## src/rtl/instr_prefetch_pkg.sv

```systemverilog
// Shared constants for the instruction prefetch front end.
// Default widths, reset fetch address, word stride and a counter-width helper.
package instr_prefetch_pkg;

  localparam int unsigned ADDR_W_DEF   = 32;
  localparam int unsigned DATA_W_DEF   = 32;
  localparam int unsigned DEPTH_DEF    = 4;
  localparam logic [31:0] RESET_PC_DEF = 32'h0000_0000;
  localparam int unsigned WORD_STRIDE  = 4;

  // Counters that must represent 0..depth inclusive.
  function automatic int unsigned cnt_w(input int unsigned depth);
    return $clog2(depth) + 1;
  endfunction

endpackage

```

## src/rtl/instr_prefetch_if.sv

```systemverilog
// Fetch front-end bundle: memory request/response channel plus core-side instruction port.
// master = prefetcher, slave = memory + core environment.
interface instr_prefetch_if
  import instr_prefetch_pkg::*;
#(
  parameter int unsigned ADDR_W = ADDR_W_DEF,
  parameter int unsigned DATA_W = DATA_W_DEF
);

  logic              mem_req_valid;
  logic [ADDR_W-1:0] mem_req_addr;
  logic              mem_req_ready;
  logic              mem_resp_valid;
  logic [DATA_W-1:0] mem_resp_data;
  logic              instr_valid;
  logic [DATA_W-1:0] instr;
  logic [ADDR_W-1:0] instr_addr;
  logic              instr_ready;
  logic              redirect;
  logic [ADDR_W-1:0] redirect_addr;

  modport master (
    output mem_req_valid,
    output mem_req_addr,
    input  mem_req_ready,
    input  mem_resp_valid,
    input  mem_resp_data,
    output instr_valid,
    output instr,
    output instr_addr,
    input  instr_ready,
    input  redirect,
    input  redirect_addr
  );

  modport slave (
    input  mem_req_valid,
    input  mem_req_addr,
    output mem_req_ready,
    output mem_resp_valid,
    output mem_resp_data,
    input  instr_valid,
    input  instr,
    input  instr_addr,
    output instr_ready,
    output redirect,
    output redirect_addr
  );

endinterface

```

## src/rtl/fetch_fifo.sv

```systemverilog
// Synchronous FIFO with synchronous clear carrying {addr, data} fetch entries.
// Head entry is read straight from the storage flops; push+pop at full is allowed.
module fetch_fifo
  import instr_prefetch_pkg::*;
#(
  parameter int unsigned DEPTH = DEPTH_DEF,
  parameter int unsigned WIDTH = ADDR_W_DEF + DATA_W_DEF
) (
  input  logic                      clk,
  input  logic                      rst,
  input  logic                      clear,
  input  logic                      push,
  input  logic                      pop,
  input  logic [WIDTH-1:0]          din,
  output logic [WIDTH-1:0]          dout,
  output logic                      full,
  output logic                      empty,
  output logic [cnt_w(DEPTH)-1:0]   count
);

  localparam int unsigned CW = cnt_w(DEPTH);
  localparam int unsigned PW = $clog2(DEPTH);

  logic [WIDTH-1:0] mem [DEPTH];
  logic [PW-1:0]    wr_ptr;
  logic [PW-1:0]    rd_ptr;
  logic             do_push;
  logic             do_pop;

  assign full    = (count == CW'(DEPTH));
  assign empty   = (count == '0);
  assign do_pop  = pop && !empty;
  // A pop frees the slot the simultaneous push needs, so full is not a blocker then.
  assign do_push = push && (!full || do_pop);
  assign dout    = mem[rd_ptr];

  always_ff @(posedge clk or posedge rst) begin
    if (rst) begin
      wr_ptr <= '0;
      rd_ptr <= '0;
      count  <= '0;
      mem    <= '{default: '0};
    end else if (clear) begin
      wr_ptr <= '0;
      rd_ptr <= '0;
      count  <= '0;
    end else begin
      if (do_push) begin
        mem[wr_ptr] <= din;
        wr_ptr      <= wr_ptr + PW'(1);
      end
      if (do_pop) begin
        rd_ptr <= rd_ptr + PW'(1);
      end
      count <= count + CW'(do_push) - CW'(do_pop);
    end
  end

  no_overflow: assert property (@(posedge clk) disable iff (rst)
    !(push && !clear && full && !pop));

endmodule

```

## src/rtl/instr_prefetch.sv

```systemverilog
// Sequential instruction prefetcher: credit-limited word fetches, in-order response buffering,
// and redirect handling that discards buffered and in-flight instructions.
module instr_prefetch
  import instr_prefetch_pkg::*;
#(
  parameter int unsigned       DEPTH    = DEPTH_DEF,
  parameter int unsigned       ADDR_W   = ADDR_W_DEF,
  parameter int unsigned       DATA_W   = DATA_W_DEF,
  parameter logic [ADDR_W-1:0] RESET_PC = ADDR_W'(RESET_PC_DEF)
) (
  input  logic             clk,
  input  logic             rst,
  instr_prefetch_if.master bus
);

  localparam int unsigned       CW     = cnt_w(DEPTH);
  localparam int unsigned       EW     = ADDR_W + DATA_W;
  localparam logic [ADDR_W-1:0] STRIDE = ADDR_W'(WORD_STRIDE);

  logic [ADDR_W-1:0] fetch_pc;
  logic [ADDR_W-1:0] resp_pc;
  logic [ADDR_W-1:0] redirect_pc_c;
  logic [CW-1:0]     outstanding;
  logic [CW-1:0]     outstanding_next;
  logic [CW-1:0]     drop;
  logic [CW-1:0]     fifo_count;
  logic [CW:0]       in_use_c;
  logic              req_valid_c;
  logic              accept_c;
  logic              keep_resp_c;
  logic              pop_c;
  logic              fifo_full;
  logic              fifo_empty;
  logic [EW-1:0]     head;

  // Credit: buffered entries plus in-flight requests never exceed the FIFO depth.
  assign in_use_c         = {1'b0, fifo_count} + {1'b0, outstanding};
  assign req_valid_c      = !rst && !bus.redirect && (in_use_c < (CW+1)'(DEPTH));
  assign accept_c         = req_valid_c && bus.mem_req_ready;
  assign outstanding_next = outstanding + CW'(accept_c) - CW'(bus.mem_resp_valid);
  assign keep_resp_c      = bus.mem_resp_valid && (drop == '0) && !bus.redirect;
  assign pop_c            = !fifo_empty && bus.instr_ready;
  assign redirect_pc_c    = bus.redirect_addr & ~ADDR_W'(3);

  assign bus.mem_req_valid = req_valid_c;
  assign bus.mem_req_addr  = fetch_pc;
  assign bus.instr_valid   = !fifo_empty;
  assign bus.instr_addr    = head[EW-1:DATA_W];
  assign bus.instr         = head[DATA_W-1:0];

  fetch_fifo #(
    .DEPTH (DEPTH),
    .WIDTH (EW)
  ) u_fifo (
    .clk   (clk),
    .rst   (rst),
    .clear (bus.redirect),
    .push  (keep_resp_c),
    .pop   (pop_c),
    .din   ({resp_pc, bus.mem_resp_data}),
    .dout  (head),
    .full  (fifo_full),
    .empty (fifo_empty),
    .count (fifo_count)
  );

  // Fetch/response address tracking and the in-flight / to-be-discarded counters.
  always_ff @(posedge clk or posedge rst) begin
    if (rst) begin
      fetch_pc    <= RESET_PC;
      resp_pc     <= RESET_PC;
      outstanding <= '0;
      drop        <= '0;
    end else begin
      outstanding <= outstanding_next;
      if (bus.redirect) begin
        // Everything still in flight after this edge belongs to the old stream.
        fetch_pc <= redirect_pc_c;
        resp_pc  <= redirect_pc_c;
        drop     <= outstanding_next;
      end else begin
        if (accept_c) begin
          fetch_pc <= fetch_pc + STRIDE;
        end
        if (bus.mem_resp_valid) begin
          if (drop != '0) begin
            drop <= drop - CW'(1);
          end else begin
            resp_pc <= resp_pc + STRIDE;
          end
        end
      end
    end
  end

  no_orphan_resp: assert property (@(posedge clk) disable iff (rst)
    !(bus.mem_resp_valid && outstanding == '0));

  no_push_full: assert property (@(posedge clk) disable iff (rst)
    !(keep_resp_c && fifo_full && !pop_c));

  drop_bounded: assert property (@(posedge clk) disable iff (rst)
    drop <= outstanding);

  req_held: assert property (@(posedge clk) disable iff (rst)
    (req_valid_c && !bus.mem_req_ready) |=> (bus.redirect || (req_valid_c && $stable(fetch_pc))));

endmodule

```

## src/flat_wrapper.sv

```systemverilog
// flat-port wrapper written by rule: the top's interface ports become plain ports
module instr_prefetch_flat import instr_prefetch_pkg::*;
#(
  parameter int unsigned       DEPTH    = DEPTH_DEF,
  parameter int unsigned       ADDR_W   = ADDR_W_DEF,
  parameter int unsigned       DATA_W   = DATA_W_DEF,
  parameter logic [ADDR_W-1:0] RESET_PC = ADDR_W'(RESET_PC_DEF)
)
  (clk, rst, bus_mem_req_valid, bus_mem_req_addr, bus_mem_req_ready, bus_mem_resp_valid, bus_mem_resp_data, bus_instr_valid, bus_instr, bus_instr_addr, bus_instr_ready, bus_redirect, bus_redirect_addr);
  instr_prefetch_if #(.ADDR_W(ADDR_W), .DATA_W(DATA_W)) bus_i ();
  input  logic clk;
  input  logic rst;
  output wire logic [$bits(bus_i.mem_req_valid)-1:0] bus_mem_req_valid;
  output wire logic [$bits(bus_i.mem_req_addr)-1:0] bus_mem_req_addr;
  input wire logic [$bits(bus_i.mem_req_ready)-1:0] bus_mem_req_ready;
  input wire logic [$bits(bus_i.mem_resp_valid)-1:0] bus_mem_resp_valid;
  input wire logic [$bits(bus_i.mem_resp_data)-1:0] bus_mem_resp_data;
  output wire logic [$bits(bus_i.instr_valid)-1:0] bus_instr_valid;
  output wire logic [$bits(bus_i.instr)-1:0] bus_instr;
  output wire logic [$bits(bus_i.instr_addr)-1:0] bus_instr_addr;
  input wire logic [$bits(bus_i.instr_ready)-1:0] bus_instr_ready;
  input wire logic [$bits(bus_i.redirect)-1:0] bus_redirect;
  input wire logic [$bits(bus_i.redirect_addr)-1:0] bus_redirect_addr;
  assign bus_mem_req_valid = bus_i.mem_req_valid;
  assign bus_mem_req_addr = bus_i.mem_req_addr;
  assign bus_i.mem_req_ready = bus_mem_req_ready;
  assign bus_i.mem_resp_valid = bus_mem_resp_valid;
  assign bus_i.mem_resp_data = bus_mem_resp_data;
  assign bus_instr_valid = bus_i.instr_valid;
  assign bus_instr = bus_i.instr;
  assign bus_instr_addr = bus_i.instr_addr;
  assign bus_i.instr_ready = bus_instr_ready;
  assign bus_i.redirect = bus_redirect;
  assign bus_i.redirect_addr = bus_redirect_addr;
  instr_prefetch #(.DEPTH(DEPTH), .ADDR_W(ADDR_W), .DATA_W(DATA_W), .RESET_PC(RESET_PC)) u_core (.clk(clk), .rst(rst), .bus(bus_i));
endmodule
```

## config.mk

```make
export PLATFORM = sky130hd
export DESIGN_NAME = instr_prefetch_flat
export DESIGN_NICKNAME = d
export VERILOG_FILES = /design/src/rtl/instr_prefetch_pkg.sv /design/src/rtl/instr_prefetch_if.sv /design/src/rtl/fetch_fifo.sv /design/src/rtl/instr_prefetch.sv /design/src/flat_wrapper.sv
export SDC_FILE = /design/constraint.sdc
export NUM_CORES = 1
export LEC_CHECK = 0
export ABC_AREA = 1
export ABC_CLOCK_PERIOD_IN_PS = 15100
export CORE_UTILIZATION = 30
export DETAILED_ROUTE_END_ITERATION = 6
export GPL_ROUTABILITY_DRIVEN = 0
export HOLD_SLACK_MARGIN = 0.06
export PLACE_DENSITY = 0.54
export SYNTH_ARGS = -nofsm -noshare
export SYNTH_HDL_FRONTEND = slang
export SYNTH_SLANG_ARGS = --single-unit
```

## constraint.sdc

```tcl
create_clock -name clk -period 15.1 [get_ports clk]
set_input_delay 3.02 -clock clk [delete_from_list [all_inputs] [get_ports clk]]
set_output_delay 3.02 -clock clk [all_outputs]
set_load 0.01 [all_outputs]
```

==> results.toml, run 1 <==
[cts]
cts_setup_buffers = 0
clock_sinks = 321
cts_root_buffer = "clkbuf_16"
cts_buffer_depth = 3
cts_resized = 0
path_clk_slew_ns = 0.05
cts_buffers = 39
clock_latency_ns = 0.55
htreeDepth = 2
cts_tree = "yes"
ctsHoldBuffers = 0

[timing]
period_share = 0.535
fmax_mhz = 124
skew_ns = 0.0217
fin_tns_setup_ns = 0
timing_hold_violations_final = 0
period_needed_ns = 8.08
setup_violations = 0
max_slew_margin = 0.235
rsz0062_at_grt = "false"
worst_pin_slew_ns = 1.15
maxSlewViolCount = 0

[drt]
avgViaCountPerCell = 4.91
vias = 12317
final_antenna_net_count = 0
wl_per_cell_um = 17.3
drc = 0
totalWireLength_mm = 43.3
drtIter0Drc = 718
drt_first_pass_iters = 5

[final_layout]
final_common_cell = "dfrtp_1"
nFillCells = 5215
final_layout_size_suffix_gt1_frac = 0.0569
final_cells = 2510
final_cell_mix = "319 x dfrtp_1, 314 x nand2_1, 195 x nor2_1, 161 x clkdlybuf4s50_1, 160 x mux2_1"
syn_to_final_growth_pct = 21.0
nets = 1889

[floorplan]
num_rows = 83
initial_core_util = 0.307
die_y_um = 232
ioPinCount = 168
fp.coreArea_um2 = 51800
dieWidth_um = 232
die_area_um2 = 53900

[critical_path]
crit_buf_inv = 4
cp_common_cell = "clkdlybuf4s50_1"
critPathTopFamily = "buffers and inverters"
critical_path_class = "in2out"
cp_slowest_cell = "clkdlybuf4s50_1"
cp.required_ns = 12.08
critPathLaunchType = "input pin"
cpPeakStageDelay_ns = 0.60
cp_cell_sequence = "clkdlybuf4s50_1, buf_4, inv_2, nand2_2, nor3_2, clkdlybuf4s50_1"
crit_fanout = 39
worstSetupEndpointType = "output pin"
arrival_ns = 5.06

[global_route]
grt_usage = 0.163
grt_max_degree = 103
grt-ovfl-total = 0
antenna_found_initial = 0
grt_pass1_wl_mm = 68.6
grt_pass1_vias = 12273

[status]
status = "finished clean"

[synthesis]
async_reset_ff_frac = 1.00
synth_area_leaders = "dfrtp_1 51%, mux2_1 11%, nand2_1 7.4%, o21ai_0 4.8%, nor2_1 4.6%"
synth_ff_type = "dfrtp_1"
syn-cell-area_um2 = 15900
yosys.area.top_type = "dfrtp_1"
yosysTopAreaCellShare = 0.506
syn_area_per_cell_um2 = 9.44
synth_cell_types = 41
yosysWarnings = 0
syn_inst = 1683
ys_seq_area_frac = 0.506
synth-seq-cells = 321
synth_edf_count = 0

[power_and_ir_drop]
powerDensity_nw_per_um2 = 166
power.leakage_uw = 0.00894
ir_drop_v = 0.0000707

[placed_design]
port_buffers = 161
dp_hpwl_mm = 27.1
dp_cells = 2442

[min_path]
hold_path_class = "reg2reg"

[run]
drv_cap = 0
state kept, by name, indices dropped and copies added, names as in the netlist:
name and flops:
u_core.bus.mem_req_addr 30, u_core.outstanding 3, u_core.u_fifo.count 3, u_core.u_fifo.rd_ptr 2
u_core.u_fifo.wr_ptr 2, u_core.u_fifo.mem 248, u_core.drop 3, u_core.resp_pc 30
worst register-to-register path: cells and delay by family (launching register included):
| kind | cells | cell delay (ns) |
|---|---|---|
| adders and majority gates | 1 | 0.19 |
| muxes | 1 | 0.47 |
| and+or+nand+nor | 4 | 1.38 |
| DFF | 1 | 0.37 |
| buffers and inverters | 2 | 0.91 |
path summary, 6_finish.rpt:
check / slack, ns / cells after the start / start / endpoint
setup / recovery: 7.02 / 6 / bus_redirect / bus_mem_req_valid
hold / removal: 0.48 / 1 / u_core.u_fifo.mem[148] / u_core.u_fifo.mem[148]
setup reg to reg: 11.66 / 8 / u_core.drop[0] / u_core.u_fifo.mem[95]
hold reg to reg: 0.48 / 1 / u_core.u_fifo.mem[148] / u_core.u_fifo.mem[148]
max in group asynchronous: 10.00 / 4 / rst / u_core.u_fifo.mem[61]
min in group asynchronous: 2.88 / 2 / rst / u_core.u_fifo.mem[68]
synth_stat cells, types with 5 or more instances:
cell,count
o22ai_1,62
buf_4,7
mux2_1,160
a21oi_1,11
nand3_1,77
o21ai_0,151
mux2_2,8
nor2_1,195
buf_1,5
inv_1,96
clkbuf_2,5
dfrtp_1,321
clkbuf_1,44
o21a_1,81
buf_6,17
o211ai_1,18
nand4_1,11
xnor2_1,6
nand2_1,314
ha_1,14
buf_2,20
nor3_1,6
xor2_1,21
routing by layer:
layer / up-vias / wire, um / global-route usage
met5: - / 0 / 0
met4: 0 / 849 / 0.0428
li1: 5885 / - / -
met3: 55 / 2330 / 0.0345
met1: 6080 / 20700 / 0.225
met2: 297 / 19500 / 0.258
logic make-up after synthesis:
kind of cell,Yosys count,share of synthesized area
compound gates,329,0.125
xor+xnor,27,0.0149
fa+ha+maj,16,0.0135
buf+inv,200,0.0589
flops,321,0.506
mux,168,0.119
other cells,1,0.000236
simple gates,621,0.163
where the power goes:
part | total [uW] | leakage, uW | switching [uW] | internal, uW
logic | 1040 | 0.00408 | 537 | 504
clock network | 957 | 0.000642 | 366 | 591
registers | 1190 | 0.00422 | 148 | 1040
total | 3190 | 0.00894 | 1050 | 2140
final cells by class:
class | count | area (um^2) | area share
sequential | 321 | 8040 | 0.418
inverter | 102 | 392 | 0.0204
clock buffer | 55 | 1140 | 0.0592
clock inverter | 12 | 163 | 0.00846
multi-input combinational | 1165 | 6930 | 0.361
antenna | 1 | 2.50 | 0.000130
timing repair buffer | 174 | 1710 | 0.0889
tap | 680 | 851 | 0.0443
metrics by stage:
| stage | power, uW | utilization | hold slack (ns) | cell area (um^2) | setup WS (ns) |
|---|---|---|---|---|---|
| after floorplan | 1750 | - | 0.452 | 15900 | 1.95 |
| after detailed placement | 2260 | 0.346 | 0.469 | 17900 | 6.97 |
| final | 3190 | 0.371 | 0.477 | 19200 | 7.02 |
| after global routing | 3390 | 0.371 | 0.488 | 19200 | 6.88 |
| after CTS | 3240 | 0.371 | 0.482 | 19200 | 6.97 |
| after global placement | 2240 | 0.346 | 0.461 | 17900 | 7.02 |
Power figures use the tool's default switching activity.
==> run 2: changes to the inputs <==
Settings changed: ABC_CLOCK_PERIOD_IN_PS 15100 to 7800.
Clock period 15.1 ns to 7.8 ns, I/O delays scaled along.
==> run 2 against run 1 <==
Utilization increased by 0.14 points; non-clock buffer count is 1 lower; worst setup slack got worse by 4.6 ns; wire length increased by 0.38%; cell count increased by 0.12%; flip-flop and latch count stayed put; register-to-register slack worse by 7.4 ns; total power up 95%; critical path type is now reg2out; largest cell class unchanged.
==> results.toml, run 2 (same netlist as run 1, synthesis figures left out) <==
[status]
status = "finished clean"

[placed_design]
dp_hpwl_mm = 27.6
port_buffers = 161
dp_cells = 2441

[timing]
timing_hold_violations_final = 0
maxSlewViolCount = 0
rsz0062_at_grt = "false"
period_needed_ns = 5.36
fmax_mhz = 186
setup_violations = 0
period_share = 0.688
max_slew_margin = 0.292
skew_ns = 0.0133
worst_pin_slew_ns = 1.06

[floorplan]
num_rows = 83
fp.coreArea_um2 = 51800
die_y_um = 232
initial_core_util = 0.307
dieWidth_um = 232
ioPinCount = 168
die_area_um2 = 53900

[power_and_ir_drop]
switchingPower_uw = 2060
switching_share = 0.331
powerDensity_nw_per_um2 = 322
power_uw = 6220
ir_drop_v = 0.000145
p_comb_frac = 0.327
internal-power_uw = 4160
power.leakage_uw = 0.00897
pwr-share-seq = 0.369
power.share.clock = 0.304

[cts]
cts_tree = "yes"
htreeDepth = 2
cts_buffers = 39
path_clk_slew_ns = 0.05
clock_sinks = 321
cts_buffer_depth = 3
cts_root_buffer = "clkbuf_16"
cts_setup_buffers = 0
ctsHoldBuffers = 0
cts_resized = 0
clock_latency_ns = 0.56

[critical_path]
endpoint = "bus_instr_addr[18]"
r2r_start = "u_core.drop[0]"
cpPeakStageDelay_ns = 0.81
critPathLaunchType = "flop"
r2r_slack_ns = 4.30
cp_cell_sequence = "clkinv_2, buf_4, o21ai_0, o22ai_1, clkdlybuf4s50_1"
rr_endpoint = "u_core.u_fifo.mem[178]"
r2r_cells = 8
cp.depth = 5
crit_fanout = 83
worstSetupEndpointType = "output pin"
crit_buf_inv = 3
critical_path_class = "reg2out"
cp.required_ns = 6.24
arrival_ns = 3.80
critPathTopFamily = "buffers and inverters"
critical_path.startpoint = "u_core.u_fifo.rd_ptr[0]"
cp_slowest_cell = "buf_4"

[drt]
drtIter0Drc = 737
top_layer_used = "met4"
avgViaCountPerCell = 4.88
final_antenna_net_count = 0
drc = 0
totalWireLength_mm = 43.5
wl_met2_mm = 19.3
vias = 12258
met1_length_mm = 20.7
wl_met3_mm = 2.29
wl_per_cell_um = 17.3
drt_first_pass_iters = 5

[final_layout]
regMostFlops = "u_core.u_fifo.mem"
nets = 1888
largest_reg_flops = 248
final_cells = 2513
fin_util = 0.372
final_layout_size_suffix_gt1_frac = 0.0600
final_common_cell = "dfrtp_1"
final_cell_mix = "319 x dfrtp_1, 314 x nand2_1, 195 x nor2_1, 161 x clkdlybuf4s50_1, 160 x mux2_1"
nFillCells = 5166
syn_to_final_growth_pct = 21.4
antenna_cells = 0

[global_route]
grt_pass1_vias = 12153
grt_max_degree = 166
antenna_found_initial = 0
grt_pass1_wl_mm = 68.8
grt-ovfl-total = 0
grt_usage = 0.163

[run]
drv_cap = 0

[min_path]
hold_path_class = "reg2reg"
## run 2: how the worst min path moves through the flow
stage	startpoint	cells past startpoint	to
finish	u_core.u_fifo.mem[132]	1	u_core.u_fifo.mem[132]
global route	u_core.u_fifo.mem[64]	1	u_core.u_fifo.mem[64]
CTS	u_core.u_fifo.mem[95]	1	u_core.u_fifo.mem[95]
detailed placement	u_core.u_fifo.mem[95]	1	u_core.u_fifo.mem[95]
global placement	u_core.u_fifo.mem[65]	1	u_core.u_fifo.mem[65]
floorplan	u_core.u_fifo.mem[103]	1	u_core.u_fifo.mem[103]
## run 2: power groups by stage
stage	clock [uW]	sequential [uW]	combinational [uW]
floorplan	0	2220	1170
detailed placement	0	2320	2070
CTS	1960	2290	2080
finish	1890	2290	2040
global placement	0	2300	2040
global route	2020	2350	2260
## run 2: worst reg2reg max path, delay by kind of cell (launching register included)
family | cells | cell delay (ns)
adders and majority gates | 1 | 0.19
DFF | 1 | 0.37
and+or+nand+nor | 4 | 1.75
buffers and inverters | 2 | 0.68
muxes | 1 | 0.40
## run 2: final cells by class
type	instances	area, um^2	area share
flip-flops and latches	321	8040	0.417
multi-input cells	1165	6930	0.359
repair buffers	173	1730	0.0895
clock buffers	59	1200	0.0623
well taps	680	851	0.0441
inverters	102	388	0.0201
clock inverters	13	158	0.00817
## run 2: per-stage QoR
step | setup TNS (ns) | worst slack, ns | hold WS [ns] | instance area [um^2]
after CTS | 0 | 2.36 | 0.482 | 19300
after global routing | 0 | 2.19 | 0.488 | 19300
after detailed placement | 0 | 2.62 | 0.469 | 17900
after floorplan | -0.286 | -0.224 | 0.452 | 15900
after global placement | 0 | 2.65 | 0.462 | 17900
final | 0 | 2.44 | 0.477 | 19300
## run 2: routing by layer
layer | global-route usage | up-vias
li1 | - | 5884
met2 | 0.254 | 311
met4 | 0.0578 | 0
met1 | 0.227 | 5997
met3 | 0.0282 | 66
met5 | 0 | -
